[src/rtl/m6502_mem_bridge_if.sv]
// m6502_mem_bridge_if
//  Bus bundle between the m6502 CPU port, the video/DMA master, the memory
//  port and m6502_mem_bridge.
//  slave  : the bridge's view (takes CPU/DMA requests and memory responses,
//           drives CPU/DMA results and memory strobes).
//  master : the surrounding system's view (CPU, DMA master and memory).
//  CPU : cpu_addr, cpu_rd_req, cpu_wr_en, cpu_wr_data -> cpu_rd_data, cpu_ready
//  DMA : dma_req, dma_addr -> dma_rd_data, dma_ack
//  MEM : mem_addr, mem_rd, mem_wr, mem_wdata <- mem_rdata, mem_ack
interface m6502_mem_bridge_if;
  logic [15:0] cpu_addr;
  logic        cpu_rd_req;
  logic        cpu_wr_en;
  logic [7:0]  cpu_wr_data;
  logic [7:0]  cpu_rd_data;
  logic        cpu_ready;
  logic        dma_req;
  logic [15:0] dma_addr;
  logic [7:0]  dma_rd_data;
  logic        dma_ack;
  logic [15:0] mem_addr;
  logic        mem_rd;
  logic        mem_wr;
  logic [7:0]  mem_wdata;
  logic [7:0]  mem_rdata;
  logic        mem_ack;

  modport slave (
    input  cpu_addr, cpu_rd_req, cpu_wr_en, cpu_wr_data,
    input  dma_req, dma_addr,
    input  mem_rdata, mem_ack,
    output cpu_rd_data, cpu_ready,
    output dma_rd_data, dma_ack,
    output mem_addr, mem_rd, mem_wr, mem_wdata
  );

  modport master (
    output cpu_addr, cpu_rd_req, cpu_wr_en, cpu_wr_data,
    output dma_req, dma_addr,
    output mem_rdata, mem_ack,
    input  cpu_rd_data, cpu_ready,
    input  dma_rd_data, dma_ack,
    input  mem_addr, mem_rd, mem_wr, mem_wdata
  );
endinterface

[src/rtl/m6502_mem_bridge.sv]
// m6502_mem_bridge
//  Bridge between the m6502 CPU bus port and a variable-latency memory port.
//  Single-cycle CPU read/write pulses are latched and arbitrated round robin
//  against a DMA read master; one memory access is in flight at a time and
//  each is completed by mem_ack or by a TIMEOUT-cycle watchdog (data 8'hFF).
//  Ports:
//   clk      : system clock, posedge
//   reset_n  : synchronous active-low reset
//   bus      : m6502_mem_bridge_if.slave (CPU, DMA and memory signals)
//  Parameters:
//   TIMEOUT      : WAIT cycles before a missing mem_ack is forced (2..31)
//   RESET_VECTOR : value returned for $FFFC/$FFFD when the vector feature is on
//  Build option:
//   M6502_BRIDGE_RESET_VEC_EN : CPU reads of $FFFC/$FFFD are answered from
//   RESET_VECTOR in IDLE without touching memory.
module m6502_mem_bridge #(
  parameter int unsigned TIMEOUT      = 16,
  parameter logic [15:0] RESET_VECTOR = 16'hE000
) (
  input  logic              clk,
  input  logic              reset_n,
  m6502_mem_bridge_if.slave bus
);

  typedef enum logic [1:0] {IDLE, ISSUE, WAIT} state_t;

  localparam logic [4:0] TMO_LIMIT = 5'(TIMEOUT);

  state_t      state, state_nxt;

  logic        cpu_pend;
  logic        cpu_wr_q;
  logic [15:0] cpu_addr_q;
  logic [7:0]  cpu_wdata_q;
  logic        prio_dma;   // DMA wins the next contended arbitration
  logic        owner_dma;  // master of the access in flight
  logic [4:0]  tmo_cnt;
  logic [4:0]  tmo_cnt_inc;

  logic        cpu_new;
  logic        cpu_wr_eff;
  logic [15:0] cpu_addr_eff;
  logic [7:0]  cpu_wdata_eff;
  logic        is_vec_eff;
  logic        cpu_vec_done;
  logic [7:0]  vec_byte;
  logic        cpu_mem_req;
  logic        dma_mem_req;
  logic        grant_cpu;
  logic        grant_dma;
  logic        done;
  logic        timed_out;
  logic [7:0]  done_data;

  // A pulse arriving while a request is pending is dropped.
  assign cpu_new = (bus.cpu_rd_req | bus.cpu_wr_en) & ~cpu_pend;

  // The arbiter sees a fresh pulse in its capture cycle so that the memory
  // strobe follows the request by one cycle; afterwards the latched copy is used.
  assign cpu_wr_eff    = cpu_pend ? cpu_wr_q    : bus.cpu_wr_en;
  assign cpu_addr_eff  = cpu_pend ? cpu_addr_q  : bus.cpu_addr;
  assign cpu_wdata_eff = cpu_pend ? cpu_wdata_q : bus.cpu_wr_data;

`ifdef M6502_BRIDGE_RESET_VEC_EN
  assign is_vec_eff = ~cpu_wr_eff & (cpu_addr_eff[15:1] == 15'h7FFE);
`else
  assign is_vec_eff = 1'b0;
`endif

  assign vec_byte     = cpu_addr_eff[0] ? RESET_VECTOR[15:8] : RESET_VECTOR[7:0];
  assign cpu_vec_done = (state == IDLE) & cpu_pend & is_vec_eff;
  assign cpu_mem_req  = (cpu_pend | cpu_new) & ~is_vec_eff;
  // The request is still high in the ack cycle; masking it avoids a re-grant.
  assign dma_mem_req  = bus.dma_req & ~bus.dma_ack;

  assign tmo_cnt_inc = (tmo_cnt == 5'h1F) ? tmo_cnt : tmo_cnt + 5'd1;
  assign done_data   = timed_out ? 8'hFF : bus.mem_rdata;

  always_ff @(posedge clk) begin
    if (!reset_n) state <= IDLE;
    else          state <= state_nxt;
  end

  always_comb begin
    state_nxt = state;
    grant_cpu = 1'b0;
    grant_dma = 1'b0;
    done      = 1'b0;
    timed_out = 1'b0;
    case (state)
      IDLE: begin
        if (cpu_mem_req && dma_mem_req) begin
          grant_dma = prio_dma;
          grant_cpu = ~prio_dma;
          state_nxt = ISSUE;
        end else if (cpu_mem_req) begin
          grant_cpu = 1'b1;
          state_nxt = ISSUE;
        end else if (dma_mem_req) begin
          grant_dma = 1'b1;
          state_nxt = ISSUE;
        end
      end
      ISSUE: state_nxt = WAIT;
      WAIT: begin
        if (bus.mem_ack) begin
          done      = 1'b1;
          state_nxt = IDLE;
        end else if (tmo_cnt_inc == TMO_LIMIT) begin
          done      = 1'b1;
          timed_out = 1'b1;
          state_nxt = IDLE;
        end
      end
      default: state_nxt = IDLE;
    endcase
  end

  always_ff @(posedge clk) begin
    if (!reset_n) begin
      cpu_pend        <= 1'b0;
      cpu_wr_q        <= 1'b0;
      cpu_addr_q      <= '0;
      cpu_wdata_q     <= '0;
      prio_dma        <= 1'b0;
      owner_dma       <= 1'b0;
      tmo_cnt         <= '0;
      bus.cpu_ready   <= 1'b1;
      bus.cpu_rd_data <= '0;
      bus.dma_rd_data <= '0;
      bus.dma_ack     <= 1'b0;
      bus.mem_addr    <= '0;
      bus.mem_wdata   <= '0;
      bus.mem_rd      <= 1'b0;
      bus.mem_wr      <= 1'b0;
    end else begin
      bus.dma_ack <= 1'b0;

      if (cpu_new) begin
        cpu_pend      <= 1'b1;
        cpu_wr_q      <= bus.cpu_wr_en;
        cpu_addr_q    <= bus.cpu_addr;
        cpu_wdata_q   <= bus.cpu_wr_data;
        bus.cpu_ready <= 1'b0;
      end

      if (grant_cpu || grant_dma) begin
        owner_dma    <= grant_dma;
        bus.mem_addr <= grant_dma ? bus.dma_addr : cpu_addr_eff;
        bus.mem_rd   <= grant_dma | ~cpu_wr_eff;
        bus.mem_wr   <= grant_cpu & cpu_wr_eff;
        tmo_cnt      <= '0;
        if (grant_cpu) bus.mem_wdata <= cpu_wdata_eff;
        // Priority moves only when both masters competed: the loser of a
        // contended grant wins the next one.
        if (cpu_mem_req && dma_mem_req) prio_dma <= grant_cpu;
      end

      if (state == ISSUE) begin
        bus.mem_rd <= 1'b0;
        bus.mem_wr <= 1'b0;
      end

      if (state == WAIT) tmo_cnt <= tmo_cnt_inc;

      if (done) begin
        if (owner_dma) begin
          bus.dma_rd_data <= done_data;
          bus.dma_ack     <= 1'b1;
        end else begin
          if (!cpu_wr_q) bus.cpu_rd_data <= done_data;
          bus.cpu_ready <= 1'b1;
          cpu_pend      <= 1'b0;
        end
      end

      if (cpu_vec_done) begin
        bus.cpu_rd_data <= vec_byte;
        bus.cpu_ready   <= 1'b1;
        cpu_pend        <= 1'b0;
      end
    end
  end

endmodule

[src/flat_wrapper.sv]
// flat-port wrapper written by rule: the top's interface ports become plain ports
module m6502_mem_bridge_flat 
#(
  parameter int unsigned TIMEOUT      = 16,
  parameter logic [15:0] RESET_VECTOR = 16'hE000
)
  (clk, reset_n, bus_cpu_addr, bus_cpu_rd_req, bus_cpu_wr_en, bus_cpu_wr_data, bus_dma_req, bus_dma_addr, bus_mem_rdata, bus_mem_ack, bus_cpu_rd_data, bus_cpu_ready, bus_dma_rd_data, bus_dma_ack, bus_mem_addr, bus_mem_rd, bus_mem_wr, bus_mem_wdata);
  m6502_mem_bridge_if bus_i ();
  input  logic clk;
  input  logic reset_n;
  input wire logic [$bits(bus_i.cpu_addr)-1:0] bus_cpu_addr;
  input wire logic [$bits(bus_i.cpu_rd_req)-1:0] bus_cpu_rd_req;
  input wire logic [$bits(bus_i.cpu_wr_en)-1:0] bus_cpu_wr_en;
  input wire logic [$bits(bus_i.cpu_wr_data)-1:0] bus_cpu_wr_data;
  input wire logic [$bits(bus_i.dma_req)-1:0] bus_dma_req;
  input wire logic [$bits(bus_i.dma_addr)-1:0] bus_dma_addr;
  input wire logic [$bits(bus_i.mem_rdata)-1:0] bus_mem_rdata;
  input wire logic [$bits(bus_i.mem_ack)-1:0] bus_mem_ack;
  output wire logic [$bits(bus_i.cpu_rd_data)-1:0] bus_cpu_rd_data;
  output wire logic [$bits(bus_i.cpu_ready)-1:0] bus_cpu_ready;
  output wire logic [$bits(bus_i.dma_rd_data)-1:0] bus_dma_rd_data;
  output wire logic [$bits(bus_i.dma_ack)-1:0] bus_dma_ack;
  output wire logic [$bits(bus_i.mem_addr)-1:0] bus_mem_addr;
  output wire logic [$bits(bus_i.mem_rd)-1:0] bus_mem_rd;
  output wire logic [$bits(bus_i.mem_wr)-1:0] bus_mem_wr;
  output wire logic [$bits(bus_i.mem_wdata)-1:0] bus_mem_wdata;
  assign bus_i.cpu_addr = bus_cpu_addr;
  assign bus_i.cpu_rd_req = bus_cpu_rd_req;
  assign bus_i.cpu_wr_en = bus_cpu_wr_en;
  assign bus_i.cpu_wr_data = bus_cpu_wr_data;
  assign bus_i.dma_req = bus_dma_req;
  assign bus_i.dma_addr = bus_dma_addr;
  assign bus_i.mem_rdata = bus_mem_rdata;
  assign bus_i.mem_ack = bus_mem_ack;
  assign bus_cpu_rd_data = bus_i.cpu_rd_data;
  assign bus_cpu_ready = bus_i.cpu_ready;
  assign bus_dma_rd_data = bus_i.dma_rd_data;
  assign bus_dma_ack = bus_i.dma_ack;
  assign bus_mem_addr = bus_i.mem_addr;
  assign bus_mem_rd = bus_i.mem_rd;
  assign bus_mem_wr = bus_i.mem_wr;
  assign bus_mem_wdata = bus_i.mem_wdata;
  m6502_mem_bridge #(.TIMEOUT(TIMEOUT), .RESET_VECTOR(RESET_VECTOR)) u_core (.clk(clk), .reset_n(reset_n), .bus(bus_i));
endmodule
[config.mk]
export PLATFORM = sky130hd
export DESIGN_NAME = m6502_mem_bridge_flat
export DESIGN_NICKNAME = d
export VERILOG_FILES = /design/src/rtl/m6502_mem_bridge_if.sv /design/src/rtl/m6502_mem_bridge.sv /design/src/flat_wrapper.sv
export SDC_FILE = /design/constraint.sdc
export NUM_CORES = 1
export LEC_CHECK = 0
export ABC_AREA = 1
export CORE_MARGIN = 2
export CORE_UTILIZATION = 42
export CTS_CLUSTER_SIZE = 16
export DETAILED_ROUTE_END_ITERATION = 8
export PLACE_DENSITY = 0.71
export SLEW_MARGIN = 10
export SYNTH_ARGS = -nofsm -noshare
export SYNTH_HDL_FRONTEND = slang
export SYNTH_SLANG_ARGS = --single-unit
[constraint.sdc]
create_clock -name clk -period 1.9 [get_ports clk]
set_input_delay 0.38 -clock clk [delete_from_list [all_inputs] [get_ports clk]]
set_output_delay 0.38 -clock clk [all_outputs]
set_load 0.005 [all_outputs]
Word level (Yosys, flattened, before mapping):

Cells that the tools add are included.

* logic and storage cells: 80
* register bits: 79
* output and inout port bits: 44
* input port bits: 54

* multiplexer cells: 33
* reductions and logical operators: 11
* $add $sub $neg: 1
* bitwise gates (word level): 13
* eq/ne operators: 6

Operator list (count)
* two-way mux 16 bit: 2
* two-way mux 1 bit: 20
* two-way mux 8 bit: 2
* two-way mux 5 bit: 3
* == test 5 bit (second input constant): 2
* two-way mux 2 bit: 5
* AND reduction 2 bit: 5
* inverter 1 bit: 7
* case mux 2 bit (3 select lines): 1
* adder 5 x 1 -> 5 bit (second input constant): 1
* inequality test 4 x 2 -> 1 bit (second input constant): 1
* bitwise AND 1 bit: 3
* inequality test 3 x 2 -> 1 bit (second input constant): 1
* bitwise OR 1 bit: 3
* AND reduction 3 bit: 1
* == test 2 x 1 -> 1 bit (second input constant): 1
* == test 2 bit (second input constant): 1
* zero test 2 bit: 1
* nonzero test 2 bit: 1
* OR reduction 2 bit: 1
* logical AND 1 bit: 1
* logical OR 1 bit: 1

Depth between registers and ports, before layout:

Gate-level depths: netlist of run 1.

* depth after elaboration: 9
* mapped depth: 13
* gate-level depth less buffers: 11

Least setup slack after synthesis of run 1:

No wires, ideal clock.

* path kind: register to register
* start: register u_core.tmo_cnt[0]
* end: register u_core.bus.cpu_rd_data[0]
* buffers on the path: 1
* setup time: 0.113 ns
* stages on the path, launching flop included: 12
* data required time: 1.787 ns
* clock period less this slack: 1.596 ns
* slack: 0.304 ns
* arrival: 1.484 ns
* path through: dfxtp_1 > ha_1 > inv_1 > nand2_1 > nand3_1 > nor2_1 > nand3_1 > nand2_2 > nand3_4 > buf_6 > nor2_1 > nor2_1

* word-level cells in the longest chain between the ends: 7
* elaborated cells between the ends (all ways): 11
* those cells by class: add/sub: 1; eq/ne: 2; mux: 7; reduce/logical: 1

Ends and longest elaborated chain
* from (decl): line m6502_mem_bridge.sv:37 `logic [4:0] tmo_cnt;`
* from (signal assigned): line m6502_mem_bridge.sv:164 `if (state == WAIT) tmo_cnt <= tmo_cnt_inc;`
* adder 5 x 1 -> 5 bit or == test 5 bit (tied branches): line m6502_mem_bridge.sv:76 `assign tmo_cnt_inc = (tmo_cnt == 5'h1F) ? tmo_cnt : tmo_cnt + 5'd1;`
* two-way mux 5 bit (*): line m6502_mem_bridge.sv:76
* == test 5 bit (*): line m6502_mem_bridge.sv:109 `end else if (tmo_cnt_inc == TMO_LIMIT) begin`
* two-way mux 1 bit (*): line m6502_mem_bridge.sv:109
* two-way mux 1 bit: line m6502_mem_bridge.sv:106 `if (bus.mem_ack) begin`
* two-way mux 1 bit: line m6502_mem_bridge.sv:90 `case (state)`
* AND reduction 3 bit (no line) or two-way mux 8 bit (tied branches)
* to (signal assigned): line m6502_mem_bridge.sv:171 `if (!cpu_wr_q) bus.cpu_rd_data <= done_data;`
* to (signal assigned): line m6502_mem_bridge.sv:178 `bus.cpu_rd_data <= vec_byte;`
* to (decl): line m6502_mem_bridge_if.sv:32 `output cpu_rd_data, cpu_ready,`

Every way passes the cells marked *; elsewhere a longest branch is shown, timed or not.
A chain may end at the register's enable or synchronous reset.

Final worst setup path of run 1:

* start: register u_core.tmo_cnt[1]
* end: register u_core.bus.cpu_rd_data[3]

The elaborated chain is that of the path after synthesis.

==> results of run 1 <==
[worst max-delay path by stage]
stage / depth (start not counted) / to / from
6_report: 11 / u_core.bus.cpu_rd_data[3]$_SDFFE_PN0P_ / u_core.tmo_cnt[1]$_SDFFE_PN0P_
5_1_grt: 11 / u_core.bus.cpu_rd_data[4]$_SDFFE_PN0P_ / u_core.tmo_cnt[1]$_SDFFE_PN0P_
4_1_cts: 10 / u_core.bus.cpu_rd_data[5]$_SDFFE_PN0P_ / u_core.tmo_cnt[1]$_SDFFE_PN0P_
3_5_place_dp: 12 / u_core.bus.mem_addr[10]$_SDFFE_PN0N_ / bus_dma_req
3_3_place_gp: 9 / u_core.bus.mem_rd$_SDFFE_PP0N_ / bus_cpu_wr_en
2_1_floorplan: 11 / u_core.bus.cpu_rd_data[0]$_SDFFE_PN0P_ / u_core.tmo_cnt[0]$_SDFFE_PN0P_
[area by class of cell]
type	instances	area [um2]	area share (%)
Timing Repair Buffer	117	1170	23.0
Tap cell	108	135	2.66
Multi-Input combinational cell	380	1740	34.1
Clock inverter	5	57.6	1.13
Clock buffer	11	141	2.78
Inverter	69	262	5.14
Sequential cell	79	1580	31.1
[metal layers]
layer  vias up  wire length, um
met2       100             4620
met1      1641             4290
met3         8              400
li1       1929                -
met5         -                0
met4         0               95
[synth_stat cells (2+ instances only)]
library cell  number
nand3_1           28
buf_4              2
o21ai_0           33
dfxtp_1           79
nor2_1           102
nand2_1          160
nand2_2            2
inv_2              3
buf_1              2
nor2_2             2
clkbuf_1          17
inv_1             64
nand4_1           10
a211oi_1           6
buf_6              5
a31oi_1            8
buf_2              4
a21oi_1           18
[critical path: stages, from the launching register on]
cell and delay [ns]:
dfxtp_1 0.43, ha_4 0.19, inv_1 0.05, nand2_1 0.08
nand3_1 0.11, nor2_1 0.14, nand3_2 0.12, nand2_4 0.14
nand3_4 0.12, nand2_1 0.09, nand2_1 0.05, nor2_1 0.10
[cells in the final DEF (no fill, tap or decap), drive strengths merged]
cell type,synthesis,routed
a211oi,6,6
a21oi,19,19
a31oi,8,8
and3,1,1
buf,13,20
bufinv,0,1
clkbuf,17,11
clkdlybuf4s50,0,97
clkinv,1,5
dfxtp,79,79
ha,1,1
inv,68,68
nand2,162,162
nand3,30,31
nand3b,1,1
nand4,10,10
nor2,105,105
nor3,1,1
nor3b,1,1
o21ai,33,33
xor2,1,1
[flip-flops by register name, summed over array words and instances, names as in the netlist, 2 cells and up]
signal,count
u_core.bus.mem_wdata,8
u_core.tmo_cnt,5
u_core.cpu_wdata_q,8
u_core.bus.cpu_rd_data,8
u_core.cpu_addr_q,16
u_core.bus.dma_rd_data,8
u_core.bus.mem_addr,16
u_core.state,2
[cell families (layout without fill, tap and decap cells)]
group / count (synthesis) / count (layout) / synth area share [%]
simple gates: 311 / 312 / 35.1
buf+inv: 99 / 202 / 11.5
flops: 79 / 79 / 42.9
compound gates: 66 / 66 / 9.94
fa+ha+maj: 1 / 1 / 0.339
xor+xnor: 1 / 1 / 0.237
[what timing repair did]
| action | CTS | global route |
|---|---|---|
| setup endpoints to repair | 0 | 16 |
| setup buffers | 0 | 1 |
| gates resized for setup | 0 | 8 |
[report_power, final]
group	leakage [nW]	internal [mW]	total [mW]	switching, mW
Sequential	0.651	1.84	1.95	0.110
Clock	0.103	0.644	1.25	0.609
Combinational	1.56	0.601	1.18	0.581
Total	2.32	3.09	4.39	1.30
==> results.json, run 1 <==
{
  "numClockSinks": 79,
  "worstReg2RegEnd": "u_core.bus.cpu_rd_data[3]$_SDFFE_PN0P_",
  "setup_slack_ns": 0.208,
  "grt_usage_pct": 20.4,
  "syn_inst": 557,
  "worstSkewPairLatency_ns": 0.34,
  "place.port_buffers": 97,
  "synth_edf_count": 0,
  "hpwl_mm": 6.69,
  "start_util_pct": 42.7,
  "hold_end": "u_core.bus.dma_rd_data[3]$_SDFFE_PN0P_",
  "fin_util_pct": 58.9,
  "synth.yosys.seq_area_share_pct": 42.9,
  "synth.top_cell.area_share_pct": 42.9,
  "use_met2_pct": 35.0,
  "syn_nets": 612,
  "path_max_fanout": 8,
  "postCtsHoldBufs": 0,
  "run_status": "complete, no violations",
  "vias": 3678,
  "relSlewSlack_pct": 69.1,
  "cts-root-buf": "clkbuf_8",
  "met3_usage_pct": 3.60,
  "drive_gt1_share_pct": 8.17,
  "io_pins": 98,
  "wl_per_cell_um": 12.2,
  "cp.arrival_ns": 1.98,
  "r2r_start": "u_core.tmo_cnt[1]$_SDFFE_PN0P_",
  "nets": 711,
  "irDropWorstVdd_mv": 0.400,
  "cellLeakagePower_nw": 2.32,
  "synth_cell_types": 30,
  "reg2regPathDepth": 11,
  "crit_required_ns": 2.18,
  "synth_warnings": 0,
  "critPathKind": "reg -> reg",
  "cts_tree": "yes",
  "final.min_clock_period_ns": 1.69,
  "cts_inserted_buffers": 9,
  "die_h_um": 97.7,
  "fill_cells": 809,
  "drv_cap": 0,
  "gp_congestion": 0.923,
  "diodes": 0,
  "hold_path.class": "reg -> reg",
  "stdcell_area_um2": 5080,
  "cts-htree-levels": 3,
  "tns_ns": 0,
  "finalNonFillerCells": 769,
  "worstSetupStartpointType": "flop",
  "die_area_um2": 9550,
  "regToRegSetupSlack_ns": 0.21,
  "hold_start": "u_core.bus.dma_rd_data[3]$_SDFFE_PN0P_",
  "total_power_mw": 4.39,
  "grt_pass1_vias": 3573,
  "cts.path.max_buffers": 2,
  "synth_ff_type": "dfxtp_1",
  "num_rows": 34,
  "syn_avg_cell_area_um2": 6.62,
  "worstHoldPathCells": 2,
  "grtUsageMet1_pct": 25.7,
  "p_per_area_nw_per_um2": 863,
  "hold_violations": 0,
  "ys_seq_elements": 79,
  "grt_max_degree": 33,
  "async_flop_share_pct": 0,
  "syn-cell-area_um2": 3690,
  "clock-skew-final_ns": 0.00707,
  "grt_pass1_wl_mm": 16.0,
  "placed_cells": 751,
  "synthToLayoutAreaGrowth_pct": 37.8,
  "synth_area_leaders": "dfxtp_1, nand2_1, nor2_1",
  "holdWs_ns": 0.446,
  "first_iter_violations": 201,
  "slew_viol_final": 0,
  "drc": 0,
  "cp-end-kind": "flop",
  "overflow": 0,
  "viasPerCell": 4.78,
  "worst_pin_slew_ns": 0.463,
  "clk_pin_slew_ns": 0.08,
  "antenna_found_initial": 0,
  "rsz0062_at_grt": "false",
  "busiest_layer": "met2",
  "final.period_utilization_pct": 89.1,
  "firstDrtPassIters": 4,
  "wl_mm": 9.41,
  "yosysTopAreaCell": "dfxtp_1",
  "fmax_ghz": 0.591,
  "coreArea_um2": 8640,
  "die_w_um": 97.7,
  "setup_viol": 0,
  "antenna_left": 0,
  "dp_slack_ns": -0.161,
  "place_area_um2": 4820
}
Power figures use the tool's default switching activity.
==> inputs of run 2 (changes only) <==
--- a/config.mk
+++ b/config.mk
@@ -7,10 +7,11 @@
 export LEC_CHECK = 0
 export ABC_AREA = 1
 export CORE_MARGIN = 2
-export CORE_UTILIZATION = 42
+export CORE_UTILIZATION = 43
+export CTS_CLUSTER_DIAMETER = 120
 export CTS_CLUSTER_SIZE = 16
 export DETAILED_ROUTE_END_ITERATION = 8
-export PLACE_DENSITY = 0.71
+export PLACE_DENSITY = 0.72
 export SLEW_MARGIN = 10
 export SYNTH_ARGS = -nofsm -noshare
 export SYNTH_HDL_FRONTEND = slang
==> results.json, run 2 (synthesized netlist as in run 1, its figures left out) <==
{
  "run_status": "complete, no violations",
  "reg_top3": "u_core.bus.mem_addr: 16 flops, u_core.cpu_addr_q: 16 flops",
  "place_area_um2": 4840,
  "cp_slowest_cell": "clkdlybuf4s50_1",
  "clk_pin_slew_ns": 0.08,
  "reg2regPathDepth": 10,
  "cp-end-kind": "flop",
  "drc": 0,
  "holdWs_ns": 0.451,
  "cellLeakagePower_nw": 2.34,
  "cts_inserted_buffers": 9,
  "diodes": 0,
  "path_max_fanout": 14,
  "regToRegSetupSlack_ns": 0.25,
  "mostFrequentLayoutCells": "nand2_1, nor2_1, clkdlybuf4s50_1",
  "io_pins": 98,
  "coreArea_um2": 8260,
  "cts_setup_buffers": 0,
  "grt_pass1_wl_mm": 15.7,
  "hold_start": "u_core.bus.dma_rd_data[7]$_SDFFE_PN0P_",
  "worstHoldPathCells": 2,
  "irDropWorstVdd_mv": 0.487,
  "worstReg2RegEnd": "u_core.bus.cpu_rd_data[7]$_SDFFE_PN0P_",
  "fmax_ghz": 0.579,
  "crit_family": "simple AND/OR/NAND/NOR gates",
  "slew_viol_final": 0,
  "final.min_clock_period_ns": 1.73,
  "first_iter_violations": 135,
  "viasPerCell": 4.77,
  "die_area_um2": 9330,
  "grt_usage_pct": 19.8,
  "worst_pin_slew_ns": 0.497,
  "drive_gt1_share_pct": 8.46,
  "rsz0062_at_grt": "false",
  "wl_mm": 9.22,
  "hold_violations": 0,
  "synthToLayoutAreaGrowth_pct": 38.7,
  "numClockSinks": 79,
  "layout_commonest_cell": "nand2_1",
  "num_rows": 33,
  "critPathKind": "in -> reg",
  "place.port_buffers": 97,
  "cp.arrival_ns": 1.98,
  "final.period_utilization_pct": 91.0,
  "crit_chain": "clkdlybuf4s50_1 -> inv_1 -> nor2_1 -> nand2_1 -> and3_1 -> nor2_8 -> inv_4 -> buf_12 -> nor2_1 -> nor2_1 -> nand2_1 -> inv_1",
  "max_stage_delay_ns": 0.45,
  "setup_slack_ns": 0.172,
  "r2r_start": "u_core.tmo_cnt[0]$_SDFFE_PN0P_",
  "tns_ns": 0,
  "cts.path.max_buffers": 2,
  "worstSkewPairLatency_ns": 0.34,
  "gp_congestion": 0.804,
  "antenna_found_initial": 0,
  "hold_end": "u_core.bus.dma_rd_data[7]$_SDFFE_PN0P_",
  "p_per_area_nw_per_um2": 905,
  "crit_buf_inv": 5,
  "start_util_pct": 44.7,
  "dp_slack_ns": -0.192,
  "vias": 3655,
  "drv_cap": 0,
  "fill_cells": 781,
  "regArea_um2": 1580,
  "cp.depth": 12,
  "path_common_cell": "nor2_1",
  "clock-skew-final_ns": 0.00961,
  "die_h_um": 96.6,
  "overflow": 0,
  "nets": 712,
  "firstDrtPassIters": 4,
  "cts-htree-levels": 3,
  "stdcell_area_um2": 5110,
  "wl_per_cell_um": 12.0,
  "hpwl_mm": 6.47,
  "die_w_um": 96.6,
  "total_power_mw": 4.63,
  "grt_pass1_vias": 3596,
  "crit_required_ns": 2.15,
  "hold_path.class": "reg -> reg",
  "cts-root-buf": "clkbuf_8",
  "cts_tree": "yes",
  "worstSetupStartpointType": "input pin",
  "grt_max_degree": 33,
  "antenna_left": 0,
  "multi_input_area_um2": 1720,
  "setup_viol": 0,
  "relSlewSlack_pct": 66.8
}
run 2: changes by cell type in the layout (fill, tap and decap cells not counted), sizes merged:
cell and change:
bufinv +2, buf +1, clkbuf -2
run 2: worst max-delay path by stage:
stage,start,to,slack (ns)
after global routing,bus_dma_req,u_core.bus.mem_addr[13]$_SDFFE_PN0N_,0.03
after CTS,u_core.tmo_cnt[1]$_SDFFE_PN0P_,u_core.bus.cpu_rd_data[7]$_SDFFE_PN0P_,0.05
after floorplan,u_core.tmo_cnt[0]$_SDFFE_PN0P_,u_core.bus.cpu_rd_data[0]$_SDFFE_PN0P_,0.30
final,bus_dma_req,u_core.bus.mem_addr[9]$_SDFFE_PN0N_,0.17
after detailed placement,bus_dma_req,u_core.bus.mem_addr[7]$_SDFFE_PN0N_,-0.19
after global placement,bus_cpu_wr_en,u_core.bus.mem_rd$_SDFFE_PP0N_,-0.14
run 2: per-layer routing:
metal	routed length [um]	track usage, %	vias up	share of wire, %
li1	-	-	1931	-
met1	4280	25.1	1622	46
met2	4320	34.3	93	47
met3	516	3.76	9	5.6
met4	100	5.74	0	1.1
met5	0	0	-	0
run 2: timing repair:
action,CTS,global route
endpoints found under the setup margin,0,9
gates resized for setup,0,6
hold buffers,0,0
run 2: worst min-delay path: stages (launching register included):
cell and delay, ns:
dfxtp_1 0.32, inv_1 0.05, a21oi_1 0.05
run 2: per-stage QoR:
step / util, % / cells
after floorplan: - / 557
after global placement: 58.6 / 750
after detailed placement: 58.6 / 750
after CTS: 61.5 / 766
after global routing: 61.9 / 767
final: 61.9 / 767
run 2: layout make-up:
type | count | share of cell area [%]
flip-flops and latches | 79 | 30.9
well taps | 105 | 2.57
repair buffers | 118 | 23.0
inverters | 69 | 5.11
clock inverters | 7 | 2.37
multi-input cells | 380 | 33.5
clock buffers | 9 | 2.42
run 2: power breakdown:
part	total, mW	leakage (nW)	switching, mW	internal (mW)
Clock	1.51	0.123	0.628	0.877
Combinational	1.18	1.57	0.581	0.599
Sequential	1.95	0.651	0.105	1.84
